### src/rtl/result_fifo_m_pkg.sv
// Shared types and constants for the result FIFO slice.
//   RESULT_DATA_W      default result width (matches dout_if data width)
//   RESULT_FIFO_DEPTH  default FIFO depth, shared with the top level
//   data_t             result word type
package result_fifo_m_pkg;
  localparam int RESULT_DATA_W     = 32;
  localparam int RESULT_FIFO_DEPTH = 8;
  typedef logic [RESULT_DATA_W-1:0] data_t;
endpackage

### src/rtl/result_fifo_m_if.sv
// dout_if: one-cycle result strobe from the adder (no back-pressure).
//   valid  strobe, one cycle per result
//   data   result word
// Modports: m (producer), s (consumer).
interface dout_if #(
  parameter int DATA_W = 32
) ();
  logic              valid;
  logic [DATA_W-1:0] data;

  modport m (output valid, output data);
  modport s (input  valid, input  data);
endinterface

### src/rtl/result_fifo_m_ram.sv
// result_fifo_ram_m: simple dual-port RAM, one write port, one read port with
// registered read data (read-before-write on an address collision).
//   clk    clock
//   we     write enable, waddr/wdata write address/data
//   raddr  read address, rdata registered read data (next cycle)
module result_fifo_ram_m #(
  parameter int DATA_W = 32,
  parameter int DEPTH  = 8,
  parameter int AW     = $clog2(DEPTH)
) (
  input  logic              clk,
  input  logic              we,
  input  logic [AW-1:0]     waddr,
  input  logic [DATA_W-1:0] wdata,
  input  logic [AW-1:0]     raddr,
  output logic [DATA_W-1:0] rdata
);
  logic [DATA_W-1:0] mem [DEPTH];

  always_ff @(posedge clk) begin
    if (we) mem[waddr] <= wdata;
    rdata <= mem[raddr];
  end
endmodule

### src/rtl/result_fifo_m.sv
// result_fifo_m: captures every adder result strobe into a FIFO and drains it
// over a valid/ready port with a first-word-fall-through output register.
// Results arriving while full (and not being read) are dropped and counted.
//   clk, rst       clock, asynchronous active-low reset
//   res            result strobe (dout_if.s)
//   m_valid/m_ready/m_data  output handshake, head entry
//   level          occupancy incl. output register, 0..DEPTH
//   ovf            sticky drop flag, drop_cnt saturating drop count
//   ovf_clr        synchronous clear of ovf/drop_cnt (wins over a drop)
module result_fifo_m
  import result_fifo_m_pkg::*;
#(
  parameter int DATA_W = RESULT_DATA_W,
  parameter int DEPTH  = RESULT_FIFO_DEPTH,
  parameter int CNT_W  = 8
) (
  input  logic                     clk,
  input  logic                     rst,
  dout_if.s                        res,
  output logic                     m_valid,
  input  logic                     m_ready,
  output logic [DATA_W-1:0]        m_data,
  output logic [$clog2(DEPTH):0]   level,
  output logic                     ovf,
  output logic [CNT_W-1:0]         drop_cnt,
  input  logic                     ovf_clr
);
  localparam int AW = $clog2(DEPTH);
  localparam int LW = AW + 1;

  // RAM holds only the entries behind the output register, so it never
  // needs more than DEPTH-1 slots and the pointers wrap naturally.
  logic [AW-1:0]     wr_ptr, rd_ptr, rd_ptr_nxt;
  logic [DATA_W-1:0] ram_q, byp_data, head_data;
  logic              byp_hit;
  logic              rd_en, wr_en, drop, load_out, st_has, st_pop, ram_we;

  assign rd_en    = m_valid & m_ready;
  assign wr_en    = res.valid & ((level < LW'(DEPTH)) | rd_en);
  assign drop     = res.valid & (level == LW'(DEPTH)) & ~rd_en;
  assign st_has   = level > {{(LW-1){1'b0}}, m_valid};
  assign load_out = ~m_valid | rd_en;
  assign st_pop   = load_out & st_has;
  // A write goes straight to the output register only when it is free and
  // storage is empty; otherwise it lands in the RAM.
  assign ram_we   = wr_en & ~(load_out & ~st_has);
  assign rd_ptr_nxt = rd_ptr + {{(AW-1){1'b0}}, st_pop};

  // The RAM is always read at the pointer's next value so the storage head is
  // ready in ram_q. An entry written last cycle to that address is not yet
  // visible there, so it is forwarded from byp_data instead.
  assign head_data = byp_hit ? byp_data : ram_q;

  result_fifo_ram_m #(.DATA_W(DATA_W), .DEPTH(DEPTH)) u_ram (
    .clk   (clk),
    .we    (ram_we),
    .waddr (wr_ptr),
    .wdata (res.data),
    .raddr (rd_ptr_nxt),
    .rdata (ram_q)
  );

  always_ff @(posedge clk or negedge rst) begin
    if (!rst) begin
      wr_ptr   <= '0;
      rd_ptr   <= '0;
      byp_hit  <= 1'b0;
      byp_data <= '0;
      m_valid  <= 1'b0;
      m_data   <= '0;
      level    <= '0;
      ovf      <= 1'b0;
      drop_cnt <= '0;
    end else begin
      if (ram_we) wr_ptr <= wr_ptr + AW'(1);
      rd_ptr   <= rd_ptr_nxt;
      byp_hit  <= ram_we & (wr_ptr == rd_ptr_nxt);
      byp_data <= res.data;

      if (load_out) begin
        if (st_has) begin
          m_valid <= 1'b1;
          m_data  <= head_data;
        end else if (wr_en) begin
          m_valid <= 1'b1;
          m_data  <= res.data;
        end else begin
          m_valid <= 1'b0;
        end
      end

      case ({wr_en, rd_en})
        2'b10:   level <= level + LW'(1);
        2'b01:   level <= level - LW'(1);
        default: level <= level;
      endcase

      if (ovf_clr) begin
        ovf      <= 1'b0;
        drop_cnt <= '0;
      end else if (drop) begin
        ovf <= 1'b1;
        if (drop_cnt != {CNT_W{1'b1}}) drop_cnt <= drop_cnt + CNT_W'(1);
      end
    end
  end
endmodule

### src/flat_wrapper.sv
// flat-port wrapper written by rule: the top's interface ports become plain ports
module result_fifo_m_flat import result_fifo_m_pkg::*;
#(
  parameter int DATA_W = RESULT_DATA_W,
  parameter int DEPTH  = RESULT_FIFO_DEPTH,
  parameter int CNT_W  = 8
)
  (clk, rst, m_valid, m_ready, m_data, level, ovf, drop_cnt, ovf_clr, res_valid, res_data);
  dout_if #(.DATA_W(DATA_W)) res_i ();
  input  logic clk;
  input  logic rst;
  output logic m_valid;
  input  logic m_ready;
  output logic [DATA_W-1:0] m_data;
  output logic [$clog2(DEPTH):0] level;
  output logic ovf;
  output logic [CNT_W-1:0] drop_cnt;
  input  logic ovf_clr;
  input wire logic [$bits(res_i.valid)-1:0] res_valid;
  input wire logic [$bits(res_i.data)-1:0] res_data;
  assign res_i.valid = res_valid;
  assign res_i.data = res_data;
  result_fifo_m #(.DATA_W(DATA_W), .DEPTH(DEPTH), .CNT_W(CNT_W)) u_core (.clk(clk), .rst(rst), .res(res_i), .m_valid(m_valid), .m_ready(m_ready), .m_data(m_data), .level(level), .ovf(ovf), .drop_cnt(drop_cnt), .ovf_clr(ovf_clr));
endmodule
### config.mk
export PLATFORM = sky130hd
export DESIGN_NAME = result_fifo_m_flat
export DESIGN_NICKNAME = d
export VERILOG_FILES = /design/src/rtl/result_fifo_m_pkg.sv /design/src/rtl/result_fifo_m_if.sv /design/src/rtl/result_fifo_m_ram.sv /design/src/rtl/result_fifo_m.sv /design/src/flat_wrapper.sv
export SDC_FILE = /design/constraint.sdc
export NUM_CORES = 1
export LEC_CHECK = 0
export ABC_AREA = 1
export CAP_MARGIN = 15
export CORE_ASPECT_RATIO = 0.8
export CORE_MARGIN = 1.5
export CORE_UTILIZATION = 50
export DETAILED_ROUTE_END_ITERATION = 10
export MAX_ROUTING_LAYER = met4
export PLACE_DENSITY = 0.68
export SLEW_MARGIN = 30
export SYNTH_ARGS = -nofsm -noshare
export SYNTH_HDL_FRONTEND = slang
export SYNTH_HIERARCHICAL = 1
export SYNTH_SLANG_ARGS = --single-unit
### constraint.sdc
create_clock -name clk -period 4.4 [get_ports clk]
set_input_delay 0.44 -clock clk [delete_from_list [all_inputs] [get_ports clk]]
set_output_delay 0.44 -clock clk [all_outputs]
set_load 0.01 [all_outputs]
==> flow_results.xml <==
<?xml version="1.0" encoding="UTF-8"?>
<metrics>
  <group name="pwr">
    <metric name="clock_power_share" unit="%">23.7</metric>
    <metric name="static_leakage" unit="nW">8.71</metric>
    <metric name="vdd.ir_drop.worst" unit="mV">0.514</metric>
    <metric name="cell_internal_power" unit="mW">8.34</metric>
    <metric name="power.switching" unit="mW">5.39</metric>
    <metric name="power_switching_share" unit="%">39.3</metric>
    <metric name="p_comb_share" unit="%">41.3</metric>
    <metric name="seqPwrFrac" unit="%">35.0</metric>
    <metric name="power_density" unit="mW/mm^2">737</metric>
  </group>
  <group name="timing">
    <metric name="final_max_slew_viol_count" unit="">0</metric>
    <metric name="timing.final.crit_period" unit="ps">3220</metric>
    <metric name="totalNegativeSetupSlack" unit="ps">0</metric>
    <metric name="report.final.setup_viol" unit="">0</metric>
    <metric name="timing_worst_slew_pin_value" unit="ps">933</metric>
    <metric name="fin_skew" unit="ps">14.3</metric>
    <metric name="final_hold_slack" unit="ps">-13.3</metric>
    <metric name="max_clock_freq" unit="GHz">0.311</metric>
    <metric name="timing.final.hold_violations" unit="">24</metric>
    <metric name="unrepaired_setup_endpoints_after_global_routing" unit="">no</metric>
    <metric name="relSlewSlack" unit="%">37.6</metric>
    <metric name="period_share" unit="%">73.1</metric>
  </group>
  <group name="cts">
    <metric name="clock_insertion_delay_worst_skew" unit="ps">530</metric>
    <metric name="clock_sinks" unit="">373</metric>
    <metric name="worst_setup_hold_path_clk_slew" unit="ps">60</metric>
    <metric name="number_of_post_cts_setup_repair_buffers" unit="">0</metric>
    <metric name="cts_repair_resize_count" unit="">0</metric>
    <metric name="clock_tree_from_tritoncts" unit="">built</metric>
    <metric name="cts_buffers" unit="">39</metric>
    <metric name="cts-root-to-sink-buffers" unit="">3</metric>
    <metric name="cts_hold_buf" unit="">0</metric>
    <metric name="cts_root_buffer" unit="">clkbuf_16</metric>
    <metric name="ctsHtreeMaxLevel" unit="">2</metric>
  </group>
  <group name="logic_synthesis">
    <metric name="syn_nets" unit="">1737</metric>
    <metric name="synth_warnings" unit="">6</metric>
    <metric name="yosysUniqueCellTypes" unit="">31</metric>
    <metric name="ys_top_cells_by_area" unit="">edfxtp_1 48%, nand2_1 15%, dfrtp_1 13%, inv_1 8.0%, nand3_1 4.4%</metric>
    <metric name="synth.ff_latch_count" unit="">373</metric>
    <metric name="syn_inst" unit="">1691</metric>
    <metric name="yosys_most_used_dff" unit="">edfxtp_1</metric>
    <metric name="synth_enable_flop_cells" unit="">256</metric>
    <metric name="synth-seq-area-share" unit="%">65.1</metric>
    <metric name="syn-cell-area" unit="sq mm">0.0161</metric>
    <metric name="syn-mean-instance-area" unit="sq um">9.50</metric>
    <metric name="yosys-top-cells-count" unit="">631 x nand2_1, 344 x inv_1, 256 x edfxtp_1</metric>
    <metric name="yosys.area.top_type" unit="">edfxtp_1</metric>
    <metric name="synth_largest_type_area_fraction" unit="%">47.9</metric>
    <metric name="most_repeated_cell_in_the_gate_level_netlist_after_synthesis" unit="">nand2_1</metric>
    <metric name="asyncSetResetFlopFracSynth" unit="%">22.8</metric>
  </group>
  <group name="job">
    <metric name="max_cap_violations" unit="">0</metric>
  </group>
  <group name="placed_design">
    <metric name="dpl.cell_count" unit="">2146</metric>
    <metric name="place.gp.congestion" unit="">0.777</metric>
    <metric name="dp.final_hpwl" unit="mm">19.3</metric>
    <metric name="port_buffers" unit="">82</metric>
    <metric name="placedInstanceArea" unit="sq mm">0.0174</metric>
  </group>
  <group name="route">
    <metric name="routedWlPerCell" unit="um">15.4</metric>
    <metric name="vias_per_cell" unit="">4.83</metric>
    <metric name="drt-initial-drc-count" unit="">746</metric>
    <metric name="detail-route-antenna-nets" unit="">0</metric>
    <metric name="vias" unit="">10700</metric>
    <metric name="drt-total-wl" unit="mm">34.0</metric>
    <metric name="dr.pass1.iters" unit="">5</metric>
    <metric name="post-route-drc-count" unit="">0</metric>
  </group>
  <group name="setup_path">
    <metric name="endpoint" unit="">u_core/u_ram/rdata[28]$_DFF_P_</metric>
    <metric name="cpMostUsedCell" unit="">nand2_1</metric>
    <metric name="timing.rr.end" unit="">u_core/u_ram/rdata[28]$_DFF_P_</metric>
    <metric name="crit_path_max_fanout" unit="">66</metric>
    <metric name="crit_type" unit="">reg2reg</metric>
    <metric name="timing.critical_path.cells" unit="">inv_1, ha_1, inv_1, nand2_1, nand3_4, nand2_1, inv_1, ha_4, ha_2, buf_4, nand3_1, nand2_1, nand2_1, nand2_1</metric>
    <metric name="cp_slowest_cell" unit="">buf_4</metric>
    <metric name="combined_buffer_and_inverter_count_along_the_critical_path" unit="">4</metric>
    <metric name="ff2ff_path_depth" unit="">14</metric>
    <metric name="cp.required" unit="ps">4870</metric>
    <metric name="worst-endpoint-arrival" unit="ps">3680</metric>
    <metric name="reg2reg_from" unit="">u_core/level[0]$_DFFE_PN0P_</metric>
    <metric name="worstSetupStartpointType" unit="">register</metric>
    <metric name="crit_path_max_incr_delay" unit="ps">660</metric>
    <metric name="critPathLaunch" unit="">u_core/level[0]$_DFFE_PN0P_</metric>
    <metric name="ff2ff_setup_slack" unit="ps">1180</metric>
    <metric name="worstSetupEndpointType" unit="">register</metric>
    <metric name="worst_path_dominant_cell_family" unit="">simple AND/OR/NAND/NOR gates</metric>
    <metric name="worst-path-stages" unit="">14</metric>
  </group>
  <group name="global_routing">
    <metric name="first_pass_grt_wire_length" unit="mm">55.2</metric>
    <metric name="grt_overflow_total" unit="">0</metric>
    <metric name="grt_use_total" unit="%">21.8</metric>
    <metric name="grt_pass1_vias" unit="">10500</metric>
    <metric name="initial_antenna_violation_count" unit="">0</metric>
    <metric name="maximum_number_of_pins_on_one_net_before_global_route_repair" unit="">131</metric>
  </group>
  <group name="worst_hold_path">
    <metric name="timing.hold.worst.class" unit="">in2async</metric>
  </group>
  <group name="final_layout">
    <metric name="design.final.nets" unit="">1813</metric>
    <metric name="multiInputGateArea" unit="sq mm">0.00395</metric>
    <metric name="ff_latch_area" unit="sq mm">0.0105</metric>
    <metric name="drive_above_1_share" unit="%">5.95</metric>
    <metric name="fillers" unit="">2659</metric>
    <metric name="insertedDiodeCount" unit="">0</metric>
    <metric name="areaGrowthSynthToFinish" unit="%">16.0</metric>
    <metric name="final_area" unit="sq mm">0.0186</metric>
    <metric name="finalNonFillerCells" unit="">2217</metric>
  </group>
  <group name="floorplan">
    <metric name="total_i_o_pin_count" unit="">83</metric>
    <metric name="start_util" unit="%">51.0</metric>
    <metric name="floorplan.die_area" unit="sq mm">0.0332</metric>
    <metric name="placement_rows" unit="">58</metric>
    <metric name="floorplan.core_area" unit="sq mm">0.0315</metric>
    <metric name="die_w" unit="um">203</metric>
    <metric name="die-height" unit="um">163</metric>
  </group>
  <group name="status">
    <metric name="violations" unit="">hold timing</metric>
    <metric name="status" unit="">complete, but fails checks</metric>
  </group>
</metrics>
==> power by group through the flow <==
stage,registers [mW],logic (mW),clock network (mW)
6_report,4.81,5.67,3.25
4_1_cts,4.82,5.73,3.33
3_5_place_dp,4.89,5.69,0
5_1_grt,4.88,6.45,3.46
2_1_floorplan,4.83,4.18,0
3_3_place_gp,4.87,5.54,0
==> stage by stage <==
| step | hold WS [ps] | setup slack (ps) | util [%] | power [mW] |
|---|---|---|---|---|
| 2_1_floorplan | 144 | 1120 | - | 9.01 |
| 3_3_place_gp | 461 | 1230 | 54.7 | 10.4 |
| 3_5_place_dp | 465 | 1170 | 55.2 | 10.6 |
| 4_1_cts | 17.5 | 1140 | 59.1 | 13.9 |
| 5_1_grt | 27.7 | 914 | 59.1 | 14.8 |
| 6_report | -13.3 | 1180 | 59.1 | 13.7 |
==> state kept, by name (all words and copies together) (netlist names) <==
name	cells
u_core/drop_cnt	8
u_core/byp_hit	1
u_core/u_ram/rdata	32
u_core/byp_data	32
u_core/wr_ptr	3
u_core/ovf	1
u_core/level	4
u_core/m_data	32
u_core/rd_ptr	3
u_core/u_ram/mem	256
u_core/m_valid	1
==> cells in the final DEF, fill, tap and decap left out, types with 13 or more instances in the layout <==
master,count
nand3_1,141
o21ai_1,29
buf_4,15
clkbuf_1,15
dfrtp_1,84
dfxtp_1,32
nor2_1,13
nand2_1,631
inv_1,344
clkbuf_16,41
o21ai_0,40
edfxtp_1,256
clkdlybuf4s50_1,81
==> metal layers <==
| metal | track usage, % | vias up | share of wire, % |
|---|---|---|---|
| met5 | - | - | 0 |
| met4 | 5.52 | 0 | 1.9 |
| met3 | 3.41 | 55 | 5.2 |
| met2 | 35.4 | 259 | 47 |
| met1 | 28.9 | 5040 | 46 |
| li1 | - | 5364 | - |
==> area by class of cell <==
cell class	instances	area share, %
clock buffer	58	5.96
tap	420	2.82
inverter	350	7.06
timing repair buffer	104	6.02
sequential	373	56.2
clock inverter	13	0.773
multi-input combinational	899	21.2
==> how the worst min path moves through the flow <==
stage	start	to	cells past startpoint
2_1_floorplan	rst	u_core/byp_data[0]$_DFF_PN0_	0
3_3_place_gp	u_core/m_data[15]$_DFFE_PN0P_	u_core/m_data[15]$_DFFE_PN0P_	2
3_5_place_dp	u_core/m_data[27]$_DFFE_PN0P_	u_core/m_data[27]$_DFFE_PN0P_	2
4_1_cts	rst	u_core/m_data[13]$_DFFE_PN0P_	1
5_1_grt	rst	u_core/m_data[15]$_DFFE_PN0P_	1
6_report	rst	u_core/m_data[13]$_DFFE_PN0P_	1
==> cells by family (layout without fill, tap and decap cells) <==
family	Yosys count	count (layout)	synth area share [%]
AOI/OAI and AO/OA	76	76	2.45
and+or+nand+nor	807	807	20.4
adders and majority gates	9	9	0.748
buffers and inverters	419	525	10.9
DFF	373	373	65.1
xor gates and xnor gates	7	7	0.382
(Power assumes the default switching activity.)
